[src/rtl/mc_ctrl_pkg.sv]
// Shared types and constants for the multicycle MIPS main control FSM.
// Optional feature: MC_CTRL_ADDI_EN enables the ADDI_EX/ADDI_WB path.
package mc_ctrl_pkg;

  typedef enum logic [3:0] {
    FETCH   = 4'd0,
    DECODE  = 4'd1,
    MEMADR  = 4'd2,
    MEMRD   = 4'd3,
    MEMWB   = 4'd4,
    MEMWR   = 4'd5,
    EXEC    = 4'd6,
    RWB     = 4'd7,
    BEQ     = 4'd8,
    JUMP    = 4'd9,
    ADDI_EX = 4'd10,
    ADDI_WB = 4'd11
  } state_t;

  localparam logic [5:0] OP_RTYPE = 6'd0;
  localparam logic [5:0] OP_LW    = 6'd35;
  localparam logic [5:0] OP_SW    = 6'd43;
  localparam logic [5:0] OP_BEQ   = 6'd4;
  localparam logic [5:0] OP_J     = 6'd2;
  localparam logic [5:0] OP_ADDI  = 6'd8;

  localparam logic [1:0] ALUOP_ADD   = 2'b00;
  localparam logic [1:0] ALUOP_SUB   = 2'b01;
  localparam logic [1:0] ALUOP_FUNCT = 2'b10;

  localparam logic [1:0] SRCB_B       = 2'b00;
  localparam logic [1:0] SRCB_FOUR    = 2'b01;
  localparam logic [1:0] SRCB_IMM     = 2'b10;
  localparam logic [1:0] SRCB_IMM_SH2 = 2'b11;

  localparam logic [1:0] PCSRC_ALU    = 2'b00;
  localparam logic [1:0] PCSRC_ALUOUT = 2'b01;
  localparam logic [1:0] PCSRC_JUMP   = 2'b10;

  // Raw per-state control word; FETCH pcwrite/irwrite are qualified later.
  typedef struct packed {
    logic       pcwrite;
    logic       pcwritecond;
    logic       iord;
    logic       memread;
    logic       memwrite;
    logic       memtoreg;
    logic       irwrite;
    logic       regwrite;
    logic       regdst;
    logic       alusrca;
    logic [1:0] alusrcb;
    logic [1:0] pcsource;
    logic [1:0] aluop;
  } ctrl_t;

  localparam int CTRL_W = $bits(ctrl_t);

endpackage

[src/rtl/mc_ctrl_outdec.sv]
// Pure combinational state -> control-word decoder (Moore part of the outputs).
// Optional feature: MC_CTRL_ADDI_EN decodes the ADDI_EX/ADDI_WB states.
module mc_ctrl_outdec
  import mc_ctrl_pkg::*;
(
  input  logic [3:0]        state_i,
  output logic [CTRL_W-1:0] ctrl_o
);

  ctrl_t c;

  // Default everything low, then raise only what each state needs.
  always_comb begin
    c = '0;
    case (state_i)
      FETCH: begin
        c.memread = 1'b1;
        c.alusrcb = SRCB_FOUR;
        c.irwrite = 1'b1;
        c.pcwrite = 1'b1;
      end
      DECODE: c.alusrcb = SRCB_IMM_SH2;
      MEMADR: begin
        c.alusrca = 1'b1;
        c.alusrcb = SRCB_IMM;
      end
      MEMRD: begin
        c.memread = 1'b1;
        c.iord    = 1'b1;
      end
      MEMWB: begin
        c.regwrite = 1'b1;
        c.memtoreg = 1'b1;
      end
      MEMWR: begin
        c.memwrite = 1'b1;
        c.iord     = 1'b1;
      end
      EXEC: begin
        c.alusrca = 1'b1;
        c.aluop   = ALUOP_FUNCT;
      end
      RWB: begin
        c.regwrite = 1'b1;
        c.regdst   = 1'b1;
      end
      BEQ: begin
        c.alusrca     = 1'b1;
        c.aluop       = ALUOP_SUB;
        c.pcwritecond = 1'b1;
        c.pcsource    = PCSRC_ALUOUT;
      end
      JUMP: begin
        c.pcwrite  = 1'b1;
        c.pcsource = PCSRC_JUMP;
      end
`ifdef MC_CTRL_ADDI_EN
      ADDI_EX: begin
        c.alusrca = 1'b1;
        c.alusrcb = SRCB_IMM;
        c.aluop   = ALUOP_ADD;
      end
      ADDI_WB: c.regwrite = 1'b1;
`endif
      default: c = '0;
    endcase
  end

  assign ctrl_o = c;

endmodule

[src/rtl/multicycle_main_control.sv]
// Main control FSM for the multicycle MIPS datapath.
// Holds the state register, next-state logic and MemReady/Op qualification.
// Optional feature: MC_CTRL_ADDI_EN adds the ADDI_EX -> ADDI_WB sequence.
module multicycle_main_control
  import mc_ctrl_pkg::*;
(
  input  logic       clock,
  input  logic       reset,
  input  logic [5:0] Op,
  input  logic       MemReady,
  output logic       PCWrite,
  output logic       PCWriteCond,
  output logic       IorD,
  output logic       MemRead,
  output logic       MemWrite,
  output logic       MemtoReg,
  output logic       IRWrite,
  output logic       RegWrite,
  output logic       RegDst,
  output logic       ALUSrcA,
  output logic [1:0] ALUSrcB,
  output logic [1:0] PCSource,
  output logic [1:0] ALUOp,
  output logic       IllegalOp
);

  state_t            state_q, state_d;
  // Op is only valid in DECODE, so remember lw vs sw for MEMADR.
  logic              is_lw_q, is_lw_d;
  logic              illegal;
  logic [CTRL_W-1:0] ctrl_bits;
  ctrl_t             ctrl;
  logic              en;
  logic              fetch_ok;

  mc_ctrl_outdec u_outdec (
    .state_i (state_q),
    .ctrl_o  (ctrl_bits)
  );

  assign ctrl = ctrl_bits;

  // Next-state selection; Op consulted in DECODE only.
  always_comb begin
    state_d = state_q;
    is_lw_d = is_lw_q;
    illegal = 1'b0;
    case (state_q)
      FETCH:  if (MemReady) state_d = DECODE;
      DECODE: begin
        is_lw_d = (Op == OP_LW);
        case (Op)
          OP_LW, OP_SW: state_d = MEMADR;
          OP_RTYPE:     state_d = EXEC;
          OP_BEQ:       state_d = BEQ;
          OP_J:         state_d = JUMP;
`ifdef MC_CTRL_ADDI_EN
          OP_ADDI:      state_d = ADDI_EX;
`endif
          default: begin
            state_d = FETCH;
            illegal = 1'b1;
          end
        endcase
      end
      MEMADR: state_d = is_lw_q ? MEMRD : MEMWR;
      MEMRD:  if (MemReady) state_d = MEMWB;
      MEMWB:  state_d = FETCH;
      MEMWR:  if (MemReady) state_d = FETCH;
      EXEC:   state_d = RWB;
      RWB:    state_d = FETCH;
      BEQ:    state_d = FETCH;
      JUMP:   state_d = FETCH;
`ifdef MC_CTRL_ADDI_EN
      ADDI_EX: state_d = ADDI_WB;
      ADDI_WB: state_d = FETCH;
`endif
      default: state_d = FETCH;
    endcase
  end

  // State register; reset abandons any instruction in flight.
  always_ff @(posedge clock or posedge reset) begin
    if (reset) begin
      state_q <= FETCH;
      is_lw_q <= 1'b0;
    end else begin
      state_q <= state_d;
      is_lw_q <= is_lw_d;
    end
  end

  // Every output is held low during reset; FETCH writes wait for MemReady.
  assign en       = ~reset;
  assign fetch_ok = (state_q != FETCH) | MemReady;

  assign PCWrite     = en & ctrl.pcwrite & fetch_ok;
  assign IRWrite     = en & ctrl.irwrite & fetch_ok;
  assign PCWriteCond = en & ctrl.pcwritecond;
  assign IorD        = en & ctrl.iord;
  assign MemRead     = en & ctrl.memread;
  assign MemWrite    = en & ctrl.memwrite;
  assign MemtoReg    = en & ctrl.memtoreg;
  assign RegWrite    = en & ctrl.regwrite;
  assign RegDst      = en & ctrl.regdst;
  assign ALUSrcA     = en & ctrl.alusrca;
  assign ALUSrcB     = {2{en}} & ctrl.alusrcb;
  assign PCSource    = {2{en}} & ctrl.pcsource;
  assign ALUOp       = {2{en}} & ctrl.aluop;
  assign IllegalOp   = en & illegal;

endmodule

[config.mk]
export PLATFORM = sky130hd
export DESIGN_NAME = multicycle_main_control
export DESIGN_NICKNAME = d
export VERILOG_FILES = /design/src/rtl/mc_ctrl_pkg.sv /design/src/rtl/mc_ctrl_outdec.sv /design/src/rtl/multicycle_main_control.sv
export SDC_FILE = /design/constraint.sdc
export NUM_CORES = 1
export LEC_CHECK = 0
export BUFFER_PORTS_ARGS = -buffer_cell sky130_fd_sc_hd__buf_4
export CORE_UTILIZATION = 42
export CTS_BUF_LIST = sky130_fd_sc_hd__clkbuf_2 sky130_fd_sc_hd__clkbuf_4 sky130_fd_sc_hd__clkbuf_8
export CTS_CLUSTER_DIAMETER = 50
export CTS_CLUSTER_SIZE = 12
export DETAILED_ROUTE_END_ITERATION = 12
export MAX_ROUTING_LAYER = met4
export PLACE_DENSITY = 0.73
export SLEW_MARGIN = 20
export SYNTH_ARGS = -nofsm -noshare
export SYNTH_HDL_FRONTEND = slang
export SYNTH_SLANG_ARGS = --single-unit
[constraint.sdc]
create_clock -name clock -period 2.2 [get_ports clock]
set_input_delay 0.11 -clock clock [delete_from_list [all_inputs] [get_ports clock]]
set_output_delay 0.11 -clock clock [all_outputs]
set_load 0.05 [all_outputs]
==> out/metrics.json, run 1 <==
{
  "route": {
    "detail_route.first_pass.iterations": 4,
    "vias_per_cell": 5.64,
    "via_count": 649,
    "detailedRoute.firstIterationViolations": 16,
    "route.detailed.drc": 0,
    "detail_route.wl_per_cell_um": 13.2,
    "detailed_route_wl_um": 1520,
    "ant_nets": 0
  },
  "layout": {
    "diodes": 0,
    "multi_input_comb_area_um2": 445,
    "area_growth_syn_to_layout_pct": 49.6,
    "post_route_cells_drive_above_1_share": 0.436,
    "final_nets": 111,
    "fill_cells": 103,
    "sequential_cell_area_um2": 125
  },
  "logic_synthesis": {
    "synth_top_family_by_area": "simple AND/OR/NAND/NOR gates",
    "synthesis.yosys.warnings": 0,
    "post_synth_and_or_nand_nor_area_fraction": 0.478,
    "postSynth.asyncResetShare": 1.00,
    "synth_area_per_cell_um2": 7.61,
    "yosys_register_bits": 5,
    "synth.largest_area_cell": "sky130_fd_sc_hd__dfrtp_1",
    "post-synth-top-area-fraction": 0.219,
    "synth_sequential_area_ratio": 0.219,
    "synth_compound_gate_area_share": 0.171,
    "synth_area_leaders": "sky130_fd_sc_hd__dfrtp_1 (22%), sky130_fd_sc_hd__nor4_1 (6.6%), sky130_fd_sc_hd__nor3_1 (6.1%)",
    "muxShareOfSynthArea": 0,
    "synth_xor_xnor_area_share": 0.0461,
    "synth-edff-count": 0,
    "synth_fa_ha_area_frac": 0,
    "synth_cells": 75,
    "post_synth_instance_area_um2": 571,
    "synth_cell_type_count": 31,
    "ys.flop_type": "sky130_fd_sc_hd__dfrtp_1",
    "synth_nets": 84
  },
  "timing": {
    "timing.final.crit_period_ps": 1830,
    "grt_setup_unrepaired": "no",
    "setup_viol_count_final": 0,
    "hold_violations": 0,
    "timing.setup.tns_ps": 0,
    "fraction_of_the_cycle_the_final_worst_path_needs": 0.834,
    "slew_violations": 0,
    "fin_worst_skew_ps": 1.76,
    "slew_headroom": 0.755,
    "worst-slew-pin-transition_ps": 364,
    "top_achievable_clock_speed_mhz": 545
  },
  "global_routing": {
    "grt_antenna_before_repair": 0,
    "grt_util_met1": 0.319,
    "routing_usage_on_met3": 0.0347,
    "grt.busiest_layer": "met2",
    "first_global_vias": 535,
    "grt-ovfl-total": 0,
    "grt_start_max_net_pins": 21,
    "first_pass_grt_wire_length_um": 2370,
    "grt_util_met2": 0.383,
    "global_route.usage.total": 0.232
  },
  "setup_path": {
    "worstPathMaxFanout": 3,
    "worst_path_dominant_cell_family": "simple AND/OR/NAND/NOR gates",
    "critical_path.cell_chain": "or4b_4 > a2111oi_2 > buf_4",
    "reg2regPathDepth": 4,
    "critical_path_required_ps": 2090,
    "timing.setup.critical_path_class": "register to primary output",
    "cp-end-kind": "primary output",
    "regToRegEndpoint": "state_q[0]",
    "ff2ff_setup_slack_ps": 700,
    "regToRegStartpoint": "state_q[2]",
    "critPathLaunchType": "register",
    "highest_cell_delay_on_the_worst_timing_path_ps": 570,
    "worst-endpoint-arrival_ps": 1720,
    "worstPathBufferInverterCount": 1,
    "critPathSlowestCell": "sky130_fd_sc_hd__or4b_4"
  },
  "cts": {
    "clock_insertion_delay_worst_skew_ps": 230,
    "clock_tree.htree_level_count": 1,
    "root_buffer": "sky130_fd_sc_hd__clkbuf_4",
    "cts_tree": "yes",
    "worst_setup_hold_path_clk_slew_ps": 50,
    "cts_sinks": 5,
    "postCtsResizedCells": 0,
    "cts_inserted_buffers": 3,
    "cts.path.max_buffers": 2
  },
  "place": {
    "dp_hpwl_um": 1110,
    "global_placement_routability_congestion": 0.768,
    "io_buffer_count": 25
  },
  "hold_path": {
    "worst_hold_startpoint": "Op[4]",
    "hold_class": "input pin to register",
    "min_delay_path_depth": 2,
    "holdPathEnd": "state_q[3]"
  },
  "power": {
    "worst_ir_drop_vdd_v": 0.000454,
    "total_power_uw": 367,
    "power.leakage_nw": 0.352,
    "power-per-cell-area_nw_per_um2": 430
  },
  "floorplan": {
    "start_util": 0.481,
    "design.die.area_um2": 1510,
    "floorplan.core_area_um2": 1190,
    "floorplan.die.height_um": 38.9,
    "die_x_um": 38.9,
    "std_cell_rows": 12,
    "top_level_ports": 26
  },
  "run": {
    "number_of_maximum_capacitance_constraint_violations": 0
  },
  "run_status": {
    "run_status": "finished clean"
  }
}
report_power, final:
group | switching (mW) | internal, mW
combinational | 0.0924 | 0.0581
clock | 0.0374 | 0.0809
sequential | 0.00228 | 0.0957
total | 0.132 | 0.235
area by class of cell:
class / count / share of cell area
sequential: 5 / 0.147
timing repair buffer: 30 / 0.267
inverter: 2 / 0.00880
multi-input combinational: 60 / 0.522
clock buffer: 4 / 0.0352
tap: 14 / 0.0205
worst max-delay path by stage:
stage | start | to | depth (start not counted)
floorplan | state_q[1] | IRWrite | 3
global placement | state_q[3] | IllegalOp | 3
detailed placement | state_q[3] | IllegalOp | 3
CTS | state_q[3] | IllegalOp | 3
global route | reset | MemtoReg | 6
finish | state_q[3] | IllegalOp | 3
synth_stat cells (2+ instances only):
master and instances:
sky130_fd_sc_hd__inv_1 2, sky130_fd_sc_hd__a2bb2oi_1 2, sky130_fd_sc_hd__buf_4 2, sky130_fd_sc_hd__nand3_1 3, sky130_fd_sc_hd__o21ai_0 4, sky130_fd_sc_hd__buf_2 3
sky130_fd_sc_hd__nor3b_1 2, sky130_fd_sc_hd__xnor2_1 2, sky130_fd_sc_hd__nor4b_1 4, sky130_fd_sc_hd__nor2_1 4, sky130_fd_sc_hd__nand2b_1 4, sky130_fd_sc_hd__nor2b_1 3
sky130_fd_sc_hd__nor3_1 7, sky130_fd_sc_hd__nand2_1 5, sky130_fd_sc_hd__dfrtp_1 5, sky130_fd_sc_hd__nor4_1 6, sky130_fd_sc_hd__clkbuf_1 2, sky130_fd_sc_hd__o22ai_1 2
logic make-up after synthesis:
kind of cell	after synthesis
AO/OA/AOI/OAI	13
XOR/XNOR	3
AND/OR/NAND/NOR	44
flip-flops	5
buffers and inverters	10
cell usage in the layout, fill, tap and decap left out, drive strengths merged:
cell         Yosys  routed
dfrtp            5       5
nor3             7       7
nand3b           1       1
or4b             2       2
nor3b            2       2
inv              2       2
dlygate4sd3      0       1
nor2             4       4
nand2b           4       4
buf              6      29
o22ai            2       2
or2b             1       1
o31ai            1       1
xor2             1       1
nor4             7       7
xnor2            2       2
a2111oi          1       1
nor4b            4       4
or3              1       1
nand3            3       3
a311oi           1       1
o21ai            4       4
o21a             1       1
nor2b            3       3
clkbuf           2       4
a2bb2oi          2       2
nand2            5       5
o22a             1       1
through the flow:
| step | instance area [µm²] | setup WS [ps] | utilization | hold slack [ps] | cells |
|---|---|---|---|---|---|
| final | 853 | 365 | 0.719 | 60.7 | 115 |
| after global routing | 853 | 272 | 0.719 | 57.9 | 115 |
| after CTS | 853 | 350 | 0.719 | 54.4 | 115 |
| after detailed placement | 813 | 635 | 0.686 | 139 | 110 |
| after global placement | 813 | 626 | 0.686 | 136 | 110 |
| after floorplan | 619 | -294 | - | 174 | 75 |
worst reg2reg max path: stages (launching register included):
cell,delay (ps)
sky130_fd_sc_hd__dfrtp_1,380
sky130_fd_sc_hd__buf_4,210
sky130_fd_sc_hd__or4b_1,530
sky130_fd_sc_hd__a2bb2oi_1,140
sky130_fd_sc_hd__o22ai_1,160
per-layer routing:
layer | vias up | wire (µm)
met3 | 0 | 69
met4 | 0 | 0
met5 | - | 0
met2 | 20 | 728
met1 | 295 | 725
li1 | 334 | -
sequential cells by signal, indices dropped and copies added, names as in the netlist:
signal	count
state_q	4
is_lw_q	1
what timing repair did:
action | in CTS | in global routing
hold endpoints to repair | 5 | 0
setup buffers | 0 | 0
hold buffers | 1 | 0
No activity file was read; power rests on OpenSTA's default activity.
==> run 2: changes to the inputs <==
clock period = 1.7 ns   (was 2.2 ns; I/O delays follow)
==> out/metrics.json, run 2 (same netlist as run 1, synthesis figures left out) <==
{
  "layout": {
    "area_growth_syn_to_layout_pct": 85.3,
    "largest_registers": "state_q x4, is_lw_q x1",
    "final_cell_mix": "sky130_fd_sc_hd__buf_4 (26), sky130_fd_sc_hd__buf_6 (9), sky130_fd_sc_hd__nand2_1 (5), sky130_fd_sc_hd__nor3_2 (5)",
    "post-route-util": {"value": 0.891, "change": "+0.172"},
    "post_route_cells_drive_above_1_share": {"value": 0.561, "change": "+0.125"},
    "registers.top_by_ff_count": "state_q",
    "diodes": {"value": 0, "change": "unchanged"},
    "layout_commonest_cell": "sky130_fd_sc_hd__buf_4",
    "layoutNonFillerInstCount": {"value": 121, "change": "+5.2%"},
    "largest_register_ff_count": {"value": 4, "change": "unchanged"},
    "area_of_all_placed_cells_without_fillers": {"value": 1060, "unit": "µm²", "change": "+24%"},
    "final_nets": {"value": 117, "change": "+5.4%"}
  },
  "route": {
    "route.detailed.drc": {"value": 0, "change": "unchanged"},
    "detail_route.wl_per_cell": {"value": 22.2, "unit": "µm", "change": "+68%"},
    "ant_nets": {"value": 0, "change": "unchanged"},
    "via_count": {"value": 800, "change": "+23%"},
    "detail_route.first_pass.iterations": {"value": 6, "change": "+2"},
    "vias_per_cell": {"value": 6.61, "change": "+17%"},
    "detailed_route_wl": {"value": 2690, "unit": "µm", "change": "+76%"},
    "detailedRoute.firstIterationViolations": {"value": 27, "change": "+11"}
  },
  "setup_path": {
    "reg2regPathDepth": {"value": 5, "change": "+1"},
    "critical_path_required": {"value": 1620, "unit": "ps", "change": "-470 ps"},
    "timing.setup.critical_path_class": "register to primary output",
    "critPathSlowestCell": "sky130_fd_sc_hd__dfrtp_1",
    "path_depth": {"value": 5, "change": "+2"},
    "worstPathMaxFanout": {"value": 7, "change": "+4"},
    "cp-end-kind": "primary output",
    "highest_cell_delay_on_the_worst_timing_path": {"value": 400, "unit": "ps", "change": "-170 ps"},
    "worst_path_dominant_cell_family": "simple AND/OR/NAND/NOR gates",
    "worst-endpoint-arrival": {"value": 1670, "unit": "ps", "change": "-50 ps"},
    "critPathLaunchType": "register",
    "worstPathBufferInverterCount": {"value": 2, "change": "+1"},
    "critical_path.cell_chain": "buf_4 > or2b_4 > o21a_1 > nor3_2 > buf_6"
  },
  "timing": {
    "worst-slew-pin-transition": {"value": 495, "unit": "ps", "change": "+131 ps"},
    "fraction_of_the_cycle_the_final_worst_path_needs": 1.03,
    "timing.final.crit_period_ps": 1750,
    "fin_ws": {"value": -50.3, "unit": "ps", "change": "-416 ps"},
    "hold_violations": {"value": 0, "change": "unchanged"},
    "slew_violations": {"value": 0, "change": "unchanged"},
    "fin_worst_skew": {"value": 7.15, "unit": "ps", "change": "+5.39 ps"},
    "timing.setup.tns": {"value": -118, "unit": "ps", "change": "-118 ps"},
    "grt_setup_unrepaired": "yes",
    "setup_viol_count_final": {"value": 3, "change": "+3"},
    "slew_headroom": {"value": 0.667, "change": "-0.0884"},
    "top_achievable_clock_speed_mhz": 571,
    "worst_hold_slack": {"value": 43.7, "unit": "ps", "change": "-17.0 ps"}
  },
  "place": {
    "io_buffer_count": {"value": 25, "change": "unchanged"},
    "global_placement_routability_congestion": {"value": 0.872, "change": "+14%"},
    "dp.cells": {"value": 114, "change": "+3.6%"},
    "dp_hpwl": {"value": 1500, "unit": "µm", "change": "+36%"},
    "area_after_dpl": {"value": 930, "unit": "µm²", "change": "+14%"}
  },
  "global_routing": {
    "first_global_vias": {"value": 647, "change": "+21%"},
    "global_route.usage.total": {"value": 0.332, "change": "+0.0999"},
    "first_pass_grt_wire_length": {"value": 3170, "unit": "µm", "change": "+33%"},
    "grt_start_max_net_pins": {"value": 16, "change": "-24%"},
    "grt_antenna_before_repair": {"value": 0, "change": "unchanged"},
    "grt-ovfl-total": {"value": 0, "change": "unchanged"}
  },
  "cts": {
    "cts_inserted_buffers": {"value": 3, "change": "unchanged"},
    "cts_sinks": {"value": 5, "change": "unchanged"},
    "clock_insertion_delay_worst_skew": {"value": 240, "unit": "ps", "change": "about the same"},
    "clock_tree.htree_level_count": {"value": 1, "change": "unchanged"},
    "root_buffer": "sky130_fd_sc_hd__clkbuf_4",
    "cts_tree": "yes",
    "worst_setup_hold_path_clk_slew": {"value": 50, "unit": "ps", "change": "about the same"},
    "cts.path.max_buffers": {"value": 2, "change": "unchanged"}
  },
  "floorplan": {
    "start_util": {"value": 0.481, "change": "unchanged"},
    "top_level_ports": {"value": 26, "change": "unchanged"},
    "std_cell_rows": {"value": 12, "change": "unchanged"},
    "die_x": {"value": 38.9, "unit": "µm", "change": "unchanged"},
    "design.die.area": {"value": 1510, "unit": "µm²", "change": "unchanged"},
    "floorplan.die.height": {"value": 38.9, "unit": "µm", "change": "unchanged"},
    "floorplan.core_area": {"value": 1190, "unit": "µm²", "change": "unchanged"}
  },
  "power": {
    "worst_ir_drop_vdd": {"value": 0.000607, "unit": "V", "change": "+34%"},
    "power-per-cell-area": {"value": 514, "unit": "nW/µm²", "change": "+20%"},
    "power.leakage": {"value": 0.418, "unit": "nW", "change": "+19%"}
  },
  "hold_path": {
    "min_delay_path_depth": {"value": 2, "change": "unchanged"},
    "hold_class": "input pin to register"
  },
  "run": {
    "number_of_maximum_capacitance_constraint_violations": {"value": 0, "change": "unchanged"}
  },
  "run_status": {
    "run_status": "finished with violations",
    "violations_in_the_final_reports": "setup timing"
  }
}
run 2: cell types whose count changed in the layout (fill, tap and decap cells not counted), moves of 2 or more:
cell	delta
sky130_fd_sc_hd__buf_6	+9
sky130_fd_sc_hd__nor3_1	-5
sky130_fd_sc_hd__nor3_2	+5
sky130_fd_sc_hd__buf_4	-3
sky130_fd_sc_hd__nor4_4	+3
sky130_fd_sc_hd__nor4_2	-2
sky130_fd_sc_hd__nor4b_2	-2
sky130_fd_sc_hd__nor4b_4	+2
run 2: routing by layer:
| metal | track usage | up-vias | part of all wire |
|---|---|---|---|
| met3 | 0.0578 | 6 | 0.081 |
| met4 | 0.190 | 0 | 0.011 |
| li1 | - | 350 | - |
| met5 | - | - | 0 |
| met1 | 0.393 | 388 | 0.38 |
| met2 | 0.525 | 56 | 0.52 |
run 2: where the power goes:
part / internal [mW] / total, mW / leakage [nW] / switching [mW]
clock: 0.105 / 0.160 / 0.0184 / 0.0549
combinational: 0.101 / 0.256 / 0.333 / 0.155
sequential: 0.124 / 0.128 / 0.0665 / 0.00392
run 2: area by class of cell:
cell class / instances / area, µm²
clock buffers: 4 / 30.0
fillers: 71 / 129
flip-flops and latches: 5 / 126
repair buffers: 36 / 307
well taps: 14 / 17.5
multi-input cells: 60 / 569
inverters: 2 / 7.51
run 2: repair_timing:
| item | CTS | global route |
|---|---|---|
| pin swaps | 1 | 0 |
| cloned | 0 | 0 |
| resized for setup | 3 | 13 |
| endpoints found under the setup margin | 4 | 7 |
| setup buffers | 0 | 2 |
| hold buffers | 1 | 0 |
| hold endpoints to repair | 5 | 0 |
run 2: stage by stage:
step | power, mW | setup WS, ps
global route | 0.563 | -94.2
finish | 0.544 | -50.3
floorplan | 0.285 | -251
CTS | 0.521 | -42.8
detailed placement | 0.348 | 203
global placement | 0.343 | 239
run 2: worst paths after layout:
check                      startpoint    endpoint  slack, ps
setup / recovery           state_q[1]     ALUSrcA        -50
hold / removal                  Op[3]     is_lw_q         40
setup reg to reg           state_q[2]  state_q[0]         40
hold reg to reg               is_lw_q     is_lw_q        590
max in group asynchronous       reset  state_q[3]        950
min in group asynchronous       reset  state_q[1]        510
